File: src/rtl/uart_tx_scheduler.sv
// Merges processor stores and debug bytes into one FIFO, then paces them to a UART
// transmitter with a programmable idle gap after every completed frame.
module uart_tx_scheduler #(
   parameter int DEPTH      = 8,
   parameter int GAP_CYCLES = 2
) (
   input  logic       clk,
   input  logic       Reset,
   input  logic       memwrite_uart,
   input  logic [7:0] TxData,
   input  logic       dbg_valid,
   input  logic [7:0] dbg_data,
   output logic       dbg_ready,
   output logic       stall_uart,
   output logic       TxStart,
   output logic [7:0] TxData_s,
   input  logic       TxDone,
   output logic [4:0] fifo_count,
   output logic       busy
);
   localparam int AW = (DEPTH > 1) ? $clog2(DEPTH) : 1;
   localparam int GW = (GAP_CYCLES > 1) ? $clog2(GAP_CYCLES + 1) : 1;

   typedef enum logic [1:0] {
      S_IDLE,
      S_LOAD,
      S_WAIT_DONE,
      S_GAP
   } state_t;

   state_t        state_q, state_d;
   logic [AW-1:0] wr_ptr_q, rd_ptr_q;
   logic [4:0]    count_q, count_d;
   logic          rr_q;
   logic [GW-1:0] gap_cnt_q, gap_cnt_d;
   logic          tx_start_q;
   logic [7:0]    tx_data_q;
   logic [7:0]    mem_q [DEPTH];

   logic       full, empty;
   logic       proc_ok, dbg_ok;
   logic       push_proc, push_dbg, push, pop, load;
   logic [7:0] push_byte;

   // Occupancy comes from registered state only, so a pop never frees a slot in the same cycle.
   assign full  = (count_q == 5'(DEPTH));
   assign empty = (count_q == 5'd0);

   assign proc_ok = !full && (!dbg_valid || !rr_q);
   assign dbg_ok  = !full && (!memwrite_uart || rr_q);

   assign stall_uart = memwrite_uart && !proc_ok;
   assign dbg_ready  = dbg_valid && dbg_ok;

   assign push_proc = memwrite_uart && proc_ok;
   assign push_dbg  = dbg_valid && dbg_ok && !push_proc;
   assign push      = push_proc || push_dbg;
   assign push_byte = push_proc ? TxData : dbg_data;

   // The head byte is captured on the way into LOAD so it is already valid alongside TxStart.
   assign load = (state_q == S_IDLE) && !empty;
   assign pop  = (state_q == S_LOAD);

   always_comb begin
      state_d   = state_q;
      gap_cnt_d = gap_cnt_q;
      case (state_q)
         S_IDLE: begin
            if (!empty) state_d = S_LOAD;
         end
         S_LOAD: begin
            state_d = S_WAIT_DONE;
         end
         S_WAIT_DONE: begin
            if (TxDone) begin
               gap_cnt_d = '0;
               state_d   = (GAP_CYCLES == 0) ? S_IDLE : S_GAP;
            end
         end
         S_GAP: begin
            if (32'(gap_cnt_q) + 32'd1 >= GAP_CYCLES) begin
               gap_cnt_d = '0;
               state_d   = S_IDLE;
            end else begin
               gap_cnt_d = gap_cnt_q + 1'b1;
            end
         end
         default: state_d = S_IDLE;
      endcase
   end

   always_comb begin
      count_d = count_q;
      case ({push, pop})
         2'b10:   count_d = count_q + 5'd1;
         2'b01:   count_d = count_q - 5'd1;
         default: count_d = count_q;
      endcase
   end

   always_ff @(posedge clk or negedge Reset) begin
      if (!Reset) begin
         state_q    <= S_IDLE;
         wr_ptr_q   <= '0;
         rd_ptr_q   <= '0;
         count_q    <= '0;
         rr_q       <= 1'b0;
         gap_cnt_q  <= '0;
         tx_start_q <= 1'b0;
         tx_data_q  <= 8'h00;
      end else begin
         state_q    <= state_d;
         gap_cnt_q  <= gap_cnt_d;
         count_q    <= count_d;
         tx_start_q <= load;
         if (push) wr_ptr_q <= wr_ptr_q + 1'b1;
         if (pop)  rd_ptr_q <= rd_ptr_q + 1'b1;
         if (memwrite_uart && dbg_valid && push) rr_q <= !rr_q;
         if (load) tx_data_q <= mem_q[rd_ptr_q];
      end
   end

   always_ff @(posedge clk) begin
      if (push) mem_q[wr_ptr_q] <= push_byte;
   end

   assign TxStart    = tx_start_q;
   assign TxData_s   = tx_data_q;
   assign fifo_count = count_q;
   assign busy       = (state_q != S_IDLE) || !empty;

endmodule

File: config.mk
export PLATFORM = sky130hd
export DESIGN_NAME = uart_tx_scheduler
export DESIGN_NICKNAME = d
export VERILOG_FILES = /design/src/rtl/uart_tx_scheduler.sv
export SDC_FILE = /design/constraint.sdc
export NUM_CORES = 1
export LEC_CHECK = 0
export CELL_PAD_IN_SITES_DETAIL_PLACEMENT = 1
export CELL_PAD_IN_SITES_GLOBAL_PLACEMENT = 2
export CORE_MARGIN = 10
export CORE_UTILIZATION = 46
export CTS_BUF_LIST = sky130_fd_sc_hd__clkbuf_4
export DETAILED_ROUTE_END_ITERATION = 8
export PLACE_DENSITY = 0.95
export SLEW_MARGIN = 20
export SYNTH_ARGS = -nofsm -noshare
export SYNTH_HDL_FRONTEND = slang
export SYNTH_SLANG_ARGS = --single-unit
File: constraint.sdc
create_clock -name clk -period 6 [get_ports clk]
set_clock_uncertainty 0.15 [all_clocks]
set_input_delay 1.2 -clock clk [delete_from_list [all_inputs] [get_ports clk]]
set_output_delay 1.2 -clock clk [all_outputs]
set_load 0.02 [all_outputs]
; ---- Yosys cells after proc, flatten, opt, wreduce, memory -nomap -nowiden
; Memories as Yosys holds them, arrays and structs flattened. A register that Yosys moved wholly into a read port is not among the register bits.
; Cells that the tools add are included.
[totals]
reg_bits = 17
ramBits = 64
in_bits = 21
output_inout_bits = 17
word_cells = 63
mem_count = 1
[op_classes]
add_sub_neg = 6
n_lt_le_gt_ge = 1
eq_ne = 9
mux = 11
reduce_logical = 28
[memory_table]
columns = memory, depth, width, rd, rd_clocked_by_memory_dff, wr, line
row1 = mem_q, 8, 8, 1, 1, 1, 38  ; logic [7:0] mem_q [DEPTH];
[op_table]
columns = op, count
row1 = two-way mux 2 bit, 5
row2 = one-hot mux 5 bit (2 select lines), 1
row3 = logical AND 1 bit, 9
row4 = logical NOT 1 bit, 8
row5 = two-way mux 8 bit, 1
row6 = one-hot mux 2 bit (4 select lines), 1
row7 = adder 3 x 1 -> 3 bit (second input constant), 2
row8 = equality test 2 bit (second input constant), 3
row9 = != test 2 bit (second input constant), 3
row10 = nonzero test 2 bit, 3
row11 = adder 5 x 1 -> 5 bit (second input constant), 1
row12 = equality test 5 x 4 -> 1 bit (second input constant), 1
row13 = logical NOT 5 bit, 1
row14 = subtractor 5 x 1 -> 5 bit (second input constant), 1
row15 = equality test 2 x 1 -> 1 bit (second input constant), 2
row16 = logical OR 1 bit, 4
row17 = one-hot mux 2 bit (2 select lines), 1
row18 = adder 2 x 1 -> 3 bit (second input constant), 1
row19 = greater-or-equal comparator 3 x 2 -> 1 bit (second input constant), 1
row20 = AND reduction 3 bit, 1
row21 = adder 2 x 1 -> 2 bit (second input constant), 1
row22 = logical NOT 2 bit, 1
row23 = two-way mux 1 bit, 2
row24 = AND reduction 2 bit, 1

; ---- Logic depth before layout (Yosys ltp)
[logic_depth]
ltp_word = 9
mapped_depth = 12
ltp_nobuf = 10

; ---- Worst setup path before layout
; OpenSTA, ideal clock, no wires.
[synth_timing]
kind = input port to flip-flop
start = input dbg_valid
end = register count_q[4] (netlist: fifo_count[4])
setup_time_ps = 137
arrival_time_ps = 2998
required_ps = 5713
path_slack_ps = 2715
cell_stages = 11
n_path_buf = 1
path_cell_list = nor2_1 a21oi_1 inv_1 ha_1 clkbuf_1 xor2_1 ha_1 or2_2 a31oi_1 o32ai_1 xor2_1
[synth_via]
elab_chain_len = 9
elab_cells_between_ends = 12
classes_between = eq/ne (2) / mux (1) / reduce/logical (9)
[synth_rtl]
columns = element, line
row1 = "start, declared", 11  ; input logic dbg_valid,
row2 = logical NOT 1 bit, 49  ; assign proc_ok = !full && (!dbg_valid || !rr_q);
row3 = logical OR 1 bit, 49
row4 = logical AND 1 bit, 49
row5 = logical AND 1 bit, 55  ; assign push_proc = memwrite_uart && proc_ok;
row6 = logical NOT 1 bit, 56  ; assign push_dbg = dbg_valid && dbg_ok && !push_proc;
row7 = logical AND 1 bit, 56
row8 = logical OR 1 bit *, 57  ; assign push = push_proc || push_dbg;
row9 = equality test 2 x 1 -> 1 bit / equality test 2 bit (equally long branches), 94  ; case ({push, pop})
row10 = one-hot mux 5 bit (2 select lines) / nonzero test 2 bit (equally long branches), n/a
row11 = "end signal, assigned", 114  ; count_q <= count_d;
row12 = "end, declared", 33  ; logic [4:0] count_q, count_d;
; Every way passes the cells marked *; elsewhere a longest branch is shown, timed or not.
; A chain may end at the register's enable or synchronous reset.

; ---- Final worst setup path
[layout_timing]
start = input dbg_valid
end = output stall_uart
[layout_via]
elab_chain_len = 5
[layout_rtl]
columns = element, line
row1 = logical NOT 1 bit, 49
row2 = logical OR 1 bit, 49
row3 = logical AND 1 bit, 49
row4 = logical NOT 1 bit, 52  ; assign stall_uart = memwrite_uart && !proc_ok;
row5 = logical AND 1 bit, 52
row6 = "end, declared", 14  ; output logic stall_uart,
; Every way passes these cells.

==> reports/metrics.csv <==
stage,metric,value,unit
routing,DR WL/cell,18.0,microns
routing,"wirelength, routed",7.52,mm
clock_tree,CTS tree,done,
layout,Syn-to-layout area delta,15.8,%
placed_design,DP Area,4370,sq um
power_and_ir_drop,total power,2.24,mW
clock_tree,Worst-Skew Late Latency,420,ps
sta,Slew HR,46.7,%
layout,Final Util,54.7,%
sta,Final min period,4030,ps
logic_synthesis,commonest cells in the netlist,"edfxtp_1, mux2_2, dfrtp_1",
clock_tree,Post-CTS Resized,0,
logic_synthesis,Yosys Warn Count,0,
clock_tree,CTS Buffer Depth,2,
sta,Tcrit/Tclk final,67.2,%
global_routing,GR Util All Layers,12.3,%
layout,number of fill cells in the layout,830,
global_routing,grt total ovfl,0,
logic_synthesis,number of synthesized flops with an enable pin,64,
logic_synthesis,synthesis-stage register bit count,89,
clock_tree,Clock Root Buffer,clkbuf_4,
job,# Max-Cap Violations,0,
setup_path,CP max FO,6,
setup_path,Worst R2R Path Depth,10,
logic_synthesis,ranking of synthesized cells by area,"edfxtp_1, dfrtp_1, mux2_2",
clock_tree,clk slew on worst S/H paths,130,ps
clock_tree,post-CTS setup buffers,0,
logic_synthesis,Syn Inst Count,265,
logic_synthesis,post-synthesis cell area,3900,sq um
logic_synthesis,Synth area leader,edfxtp_1,
sta,Worst-Margin Slew,796,ps
setup_path,CP required,4650,ps
sta,final-report max-slew violation count,0,
global_routing,initial antenna violation count,1,
logic_synthesis,Async SR Flop Fraction,28.1,%
global_routing,first-pass GRT wire length,12.5,mm
power_and_ir_drop,P per Cell Area,495,nW/um^2
routing,vias per inst,5.41,
power_and_ir_drop,internal power,1.41,mW
sta,Fin Hold WS,340,ps
placed_design,Detail Placement HPWL,5.52,mm
setup_path,Critical Path AT,2680,ps
setup_path,cell mode on critical path,clkdlybuf4s50_1,
floorplanning,die height,112,microns
power_and_ir_drop,Worst VDD drop,0.164,mV
placed_design,DP Cell Count,400,
sta,"Worst Setup Slack, final",1970,ps
sta,Fmax,248,MHz
setup_path,critical path class,in2out,
sta,Hold Fails Final Rpt,0,
power_and_ir_drop,sequential share of power,44.3,%
run_status,status,completed,
layout,layout cells sized above 1,18.0,%
setup_path,CP Capture Type,output pin,
routing,DRT antenna net count,0,
logic_synthesis,"Top FF cell, synth",edfxtp_1,
global_routing,largest net degree at the start of global routing,35,
logic_synthesis,syn_nets,298,
logic_synthesis,distinct cell type count after synthesis,39,
logic_synthesis,sequential area share after synthesis,65.2,%
power_and_ir_drop,Sw Ratio,36.8,%
logic_synthesis,most frequent cell after synthesis,edfxtp_1,
floorplanning,Die Footprint,12600,sq um
setup_path,CP max-delay cell,clkdlybuf4s50_1,
floorplanning,Rows,33,
layout,Final Instance Area,4520,sq um
power_and_ir_drop,Pleak,1.66,nW
setup_path,type of origin of the critical path,input port,
logic_synthesis,Yosys top cell area share,49.2,%
layout,nets,339,
layout,Non-Filler Instances,417,
placed_design,pre-CTS WS,1860,ps
floorplanning,IO Count,38,
setup_path,CP peak stage delay,640,ps
logic_synthesis,Post-Syn Area per Cell,14.7,sq um
routing,DRT iter0 DRCs,76,
min_path,HP Class,reg2reg,
routing,total number of vias,2255,
placed_design,number of port buffers,37,
floorplanning,Starting Density,47.3,%
clock_tree,clk sinks,89,
power_and_ir_drop,logic gate share of total power,40.8,%
setup_path,"Critical Path, Cell by Cell",clkdlybuf4s50_1 > nand2_1 > a21boi_0 > clkdlybuf4s50_1,
clock_tree,H-tree levels,3,
clock_tree,Post-CTS Hold Fix Bufs,0,
sta,final setup vio count,0,
sta,unrepaired setup endpoints after global routing,no,
routing,DRC violations left,0,
global_routing,vias in the first global route,2376,
min_path,Min-Delay Path Depth,2,
placed_design,gpl congestion,0.741,
routing,drt pass-1 iters,4,
power_and_ir_drop,Clock Power Share,14.9,%
power_and_ir_drop,switching power,0.824,mW
clock_tree,CTS Buf Count,9,
floorplanning,core region area,8260,sq um
sta,Total Negative Setup Slacks,0,ps
floorplanning,Die X,112,microns
layout make-up:
type / count / area, sq um / share of cell area [%]
Sequential cell: 89 / 2550 / 56.4
Multi-Input combinational cell: 159 / 1280 / 28.3
Timing Repair Buffer: 41 / 395 / 8.75
Tap cell: 105 / 131 / 2.91
Clock buffer: 10 / 75.1 / 1.66
Clock inverter: 6 / 68.8 / 1.52
Inverter: 6 / 22.5 / 0.498
Antenna cell: 1 / 2.50 / 0.0554
power by group through the flow:
stage          clock [mW]  sequential (mW)  combinational (mW)
2_1_floorplan           0             1.02               0.608
3_3_place_gp            0            0.992               0.881
3_5_place_dp            0             1.01               0.926
4_1_cts             0.342            0.992               0.930
5_1_grt             0.366             1.01                1.01
6_report            0.334            0.990               0.912
routing by layer:
layer  part of all wire [%]  up-vias  routed length [microns]  track usage (%)
li1                       -     1084                        -                -
met1                     46     1114                     3440             15.2
met2                     47       47                     3560             20.0
met3                    5.4       10                      407             3.35
met4                    1.5        0                      111             5.08
met5                      0        -                        0                0
registers in the layout, summed over array words and instances, names as in the netlist:
signal,flops
mem_q,64
fifo_count,5
TxStart,1
state_q,2
TxData_s,8
gap_cnt_q,2
rd_ptr_q,3
rr_q,1
wr_ptr_q,3
worst max-delay path, delay by kind of cell:
kind | cells | cell delay, ps
AND/OR/NAND/NOR | 1 | 100
buffers and inverters | 2 | 1190
AO/OA/AOI/OAI | 1 | 190
kinds of logic (layout without fill, tap and decap cells):
| logic type | Yosys count | in the layout | share of synthesized area (%) |
|---|---|---|---|
| xor+xnor | 11 | 11 | 2.47 |
| compound gates | 38 | 38 | 7.05 |
| simple gates | 54 | 54 | 7.05 |
| buf+inv | 17 | 63 | 2.18 |
| fa+ha+maj | 12 | 12 | 3.84 |
| mux | 44 | 44 | 12.2 |
| flops | 89 | 89 | 65.2 |
| other cells | 0 | 1 | 0 |
path summary, 6_finish.rpt:
path / start / endpoint / slack [ps]
min in group asynchronous: Reset / wr_ptr_q[1]$_DFFE_PN0P_ / 590
max in group asynchronous: Reset / TxData_s[3]$_DFFE_PN0P_ / 4740
min reg2reg: TxData_s[1]$_DFFE_PN0P_ / TxData_s[1]$_DFFE_PN0P_ / 340
min: TxData_s[1]$_DFFE_PN0P_ / TxData_s[1]$_DFFE_PN0P_ / 340
max: dbg_valid / stall_uart / 1970
max reg2reg: fifo_count[2]$_DFFE_PN0P_ / fifo_count[4]$_DFFE_PN0P_ / 2970
layout by cell type (no fill, tap or decap), types with 3 or more instances in the layout:
| master | n |
|---|---|
| a22oi_1 | 9 |
| buf_4 | 4 |
| clkbuf_4 | 10 |
| clkdlybuf4s50_1 | 36 |
| clkinvlp_4 | 4 |
| dfrtp_1 | 25 |
| edfxtp_1 | 64 |
| ha_1 | 12 |
| inv_1 | 6 |
| mux2_2 | 28 |
| mux2i_1 | 16 |
| nand2_1 | 22 |
| nand2b_1 | 4 |
| nand3_1 | 3 |
| nor2_1 | 10 |
| o21ai_0 | 11 |
| o221ai_1 | 8 |
| xnor2_1 | 5 |
| xor2_1 | 6 |
Power figures use the tool's default switching activity.
==> RTL change (same flow settings) <==
Encoding of `state_t`: now one-hot (4 bits for 4 states).
--- a/src/rtl/uart_tx_scheduler.sv
+++ b/src/rtl/uart_tx_scheduler.sv
@@ -21,11 +21,11 @@
    localparam int AW = (DEPTH > 1) ? $clog2(DEPTH) : 1;
    localparam int GW = (GAP_CYCLES > 1) ? $clog2(GAP_CYCLES + 1) : 1;
 
-   typedef enum logic [1:0] {
-      S_IDLE,
-      S_LOAD,
-      S_WAIT_DONE,
-      S_GAP
+   typedef enum logic [3:0] {
+      S_IDLE      = 4'b0001,
+      S_LOAD      = 4'b0010,
+      S_WAIT_DONE = 4'b0100,
+      S_GAP       = 4'b1000
    } state_t;
 
    state_t        state_q, state_d;
Check against the original RTL: same outputs for any inputs over 10 cycles, from zero or initial values and one cycle with Reset low; not proved beyond that.
==> RTL change against the original RTL <==
Sequential cell count grew 2. Design area is 0.72% higher. Worst setup slack better by 8.6 ps. Power down 0.39%. Synthesized area increased by 0.61%. Worst hold slack gained 9.2 ps. Global-route usage up 0.62 points. Sequential power up 10%. Critical path depth did not move. Wire length is 5.6% higher. Register-to-register slack lost 200 ps. Count of clock-buffer cells in the layout fell by 1. Core utilization grew 0.39 points. Critical path type unchanged. Critical endpoint unchanged.
==> RTL change: results (changes against the original RTL) <==
stage,metric,value,unit,change
synthesis,synth.distinct_cells,42,,was 39
clock_network,post_cts_buffers,0,,unchanged
sta,hold_slack,349,ps,was 340 ps
critical_path,crit_fanout,4,,was 6
synthesis,synthTopCellsByArea,"edfxtp_1 49%, dfrtp_1 17%, mux4_2 9.2%, mux2_2 3.2%, ha_1 2.2%",,"was edfxtp_1 49%, dfrtp_1 16%, mux2_2 8.1%, mux2i_1 4.1%, ha_1 3.8%"
synthesis,synth-edff-count,64,,unchanged
critical_path,crit_arrival,2670,ps,was 2680 ps
placement,dp_hpwl,5520,um,about the same
synthesis,seq_area_frac_synth,66.1,%,was 65.2%
global_route,grt_max_degree,28,,was 35
finish,final_cells,399,,was 417
finish,diodes,0,,was 1
placement,placed_area,4400,um^2,was 4370 um^2
placement,gp_congestion,0.763,,was 0.741
finish,fillers,815,,was 830
status,outcome,"finished, final reports clean",,unchanged
global_route,grt_pass1_wl,12800,um,"was 12,500 um"
global_route,met1_usage,16.5,%,was 15.2%
pwr,ir_drop,164,uV,about the same
synthesis,yosys_warnings,0,,unchanged
placement,place_ws,1980,ps,was 1860 ps
clock_network,path_clk_slew,150,ps,was 130 ps
finish,nNetsFinal,317,,was 339
synthesis,synth_compound_area_share,4.33,%,was 7.05%
finish,drive_gt1_share,19.0,%,was 18.0%
global_route,grt_usage,13.0,%,was 12.3%
global_route,grt_pass1_vias,2304,,"was 2,376"
critical_path,r2r_setup_slack,2770,ps,was 2970 ps
route,drt_iter0_markers,97,,was 76
placement,numPortBuffers,37,,unchanged
synthesis,synth_fa_ha_area_share,2.23,%,was 3.84%
synthesis,netlist_instances,248,,was 265
synthesis,async_reset_ff_share,29.7,%,was 28.1%
route,wl_per_cell,19.9,um,was 18.0 um
sta,period_share,67.0,%,was 67.2%
synthesis,syn-num-nets,276,,was 298
synthesis,synth_common_cells,"64 x edfxtp_1, 26 x dfrtp_1, 18 x nand2_1",,"was 64 x edfxtp_1, 28 x mux2_2, 25 x dfrtp_1"
placement,dpl.cell_count,383,,was 400
sta,tns,0,ps,unchanged
global_route,grt_overflow_total,0,,unchanged
sta,tightest_slew,899,ps,was 796 ps
synthesis,synth-xor-area-share,2.68,%,was 2.47%
route,vias,2156,,"was 2,255"
pwr,p_leak,1.64,nW,was 1.66 nW
synthesis,muxShareOfSynthArea,14.4,%,was 12.2%
hold_path,holdPathEnd,TxData_s[7],,was TxData_s[1]
global_route,grt_use_met3,2.61,%,was 3.35%
[RTL change: cell type report]
class | instances | area (um^2) | share of cell area, %
clock buffer | 9 | 67.6 | 1.48
timing repair buffer | 42 | 408 | 8.96
sequential | 91 | 2600 | 57.1
clock inverter | 7 | 85.1 | 1.87
inverter | 10 | 37.5 | 0.824
multi-input combinational | 135 | 1220 | 26.9
tap | 105 | 131 | 2.89
[RTL change: metal layers]
metal	part of all wire, %	routed length, um
met1	45	3580
met4	0.88	70
met5	0	0
met2	50	4000
met3	3.7	291
[RTL change: power breakdown]
group          internal (mW)  switching [mW]  total [mW]
sequential             0.885           0.207        1.09
combinational          0.399           0.382       0.780
clock                  0.135           0.220       0.355
total                   1.42           0.808        2.23
[RTL change: critical path, cell delays in order]
cell	delay (ps)
clkdlybuf4s50_1	540
a22oi_1	140
nor2b_1	160
clkdlybuf4s50_1	620
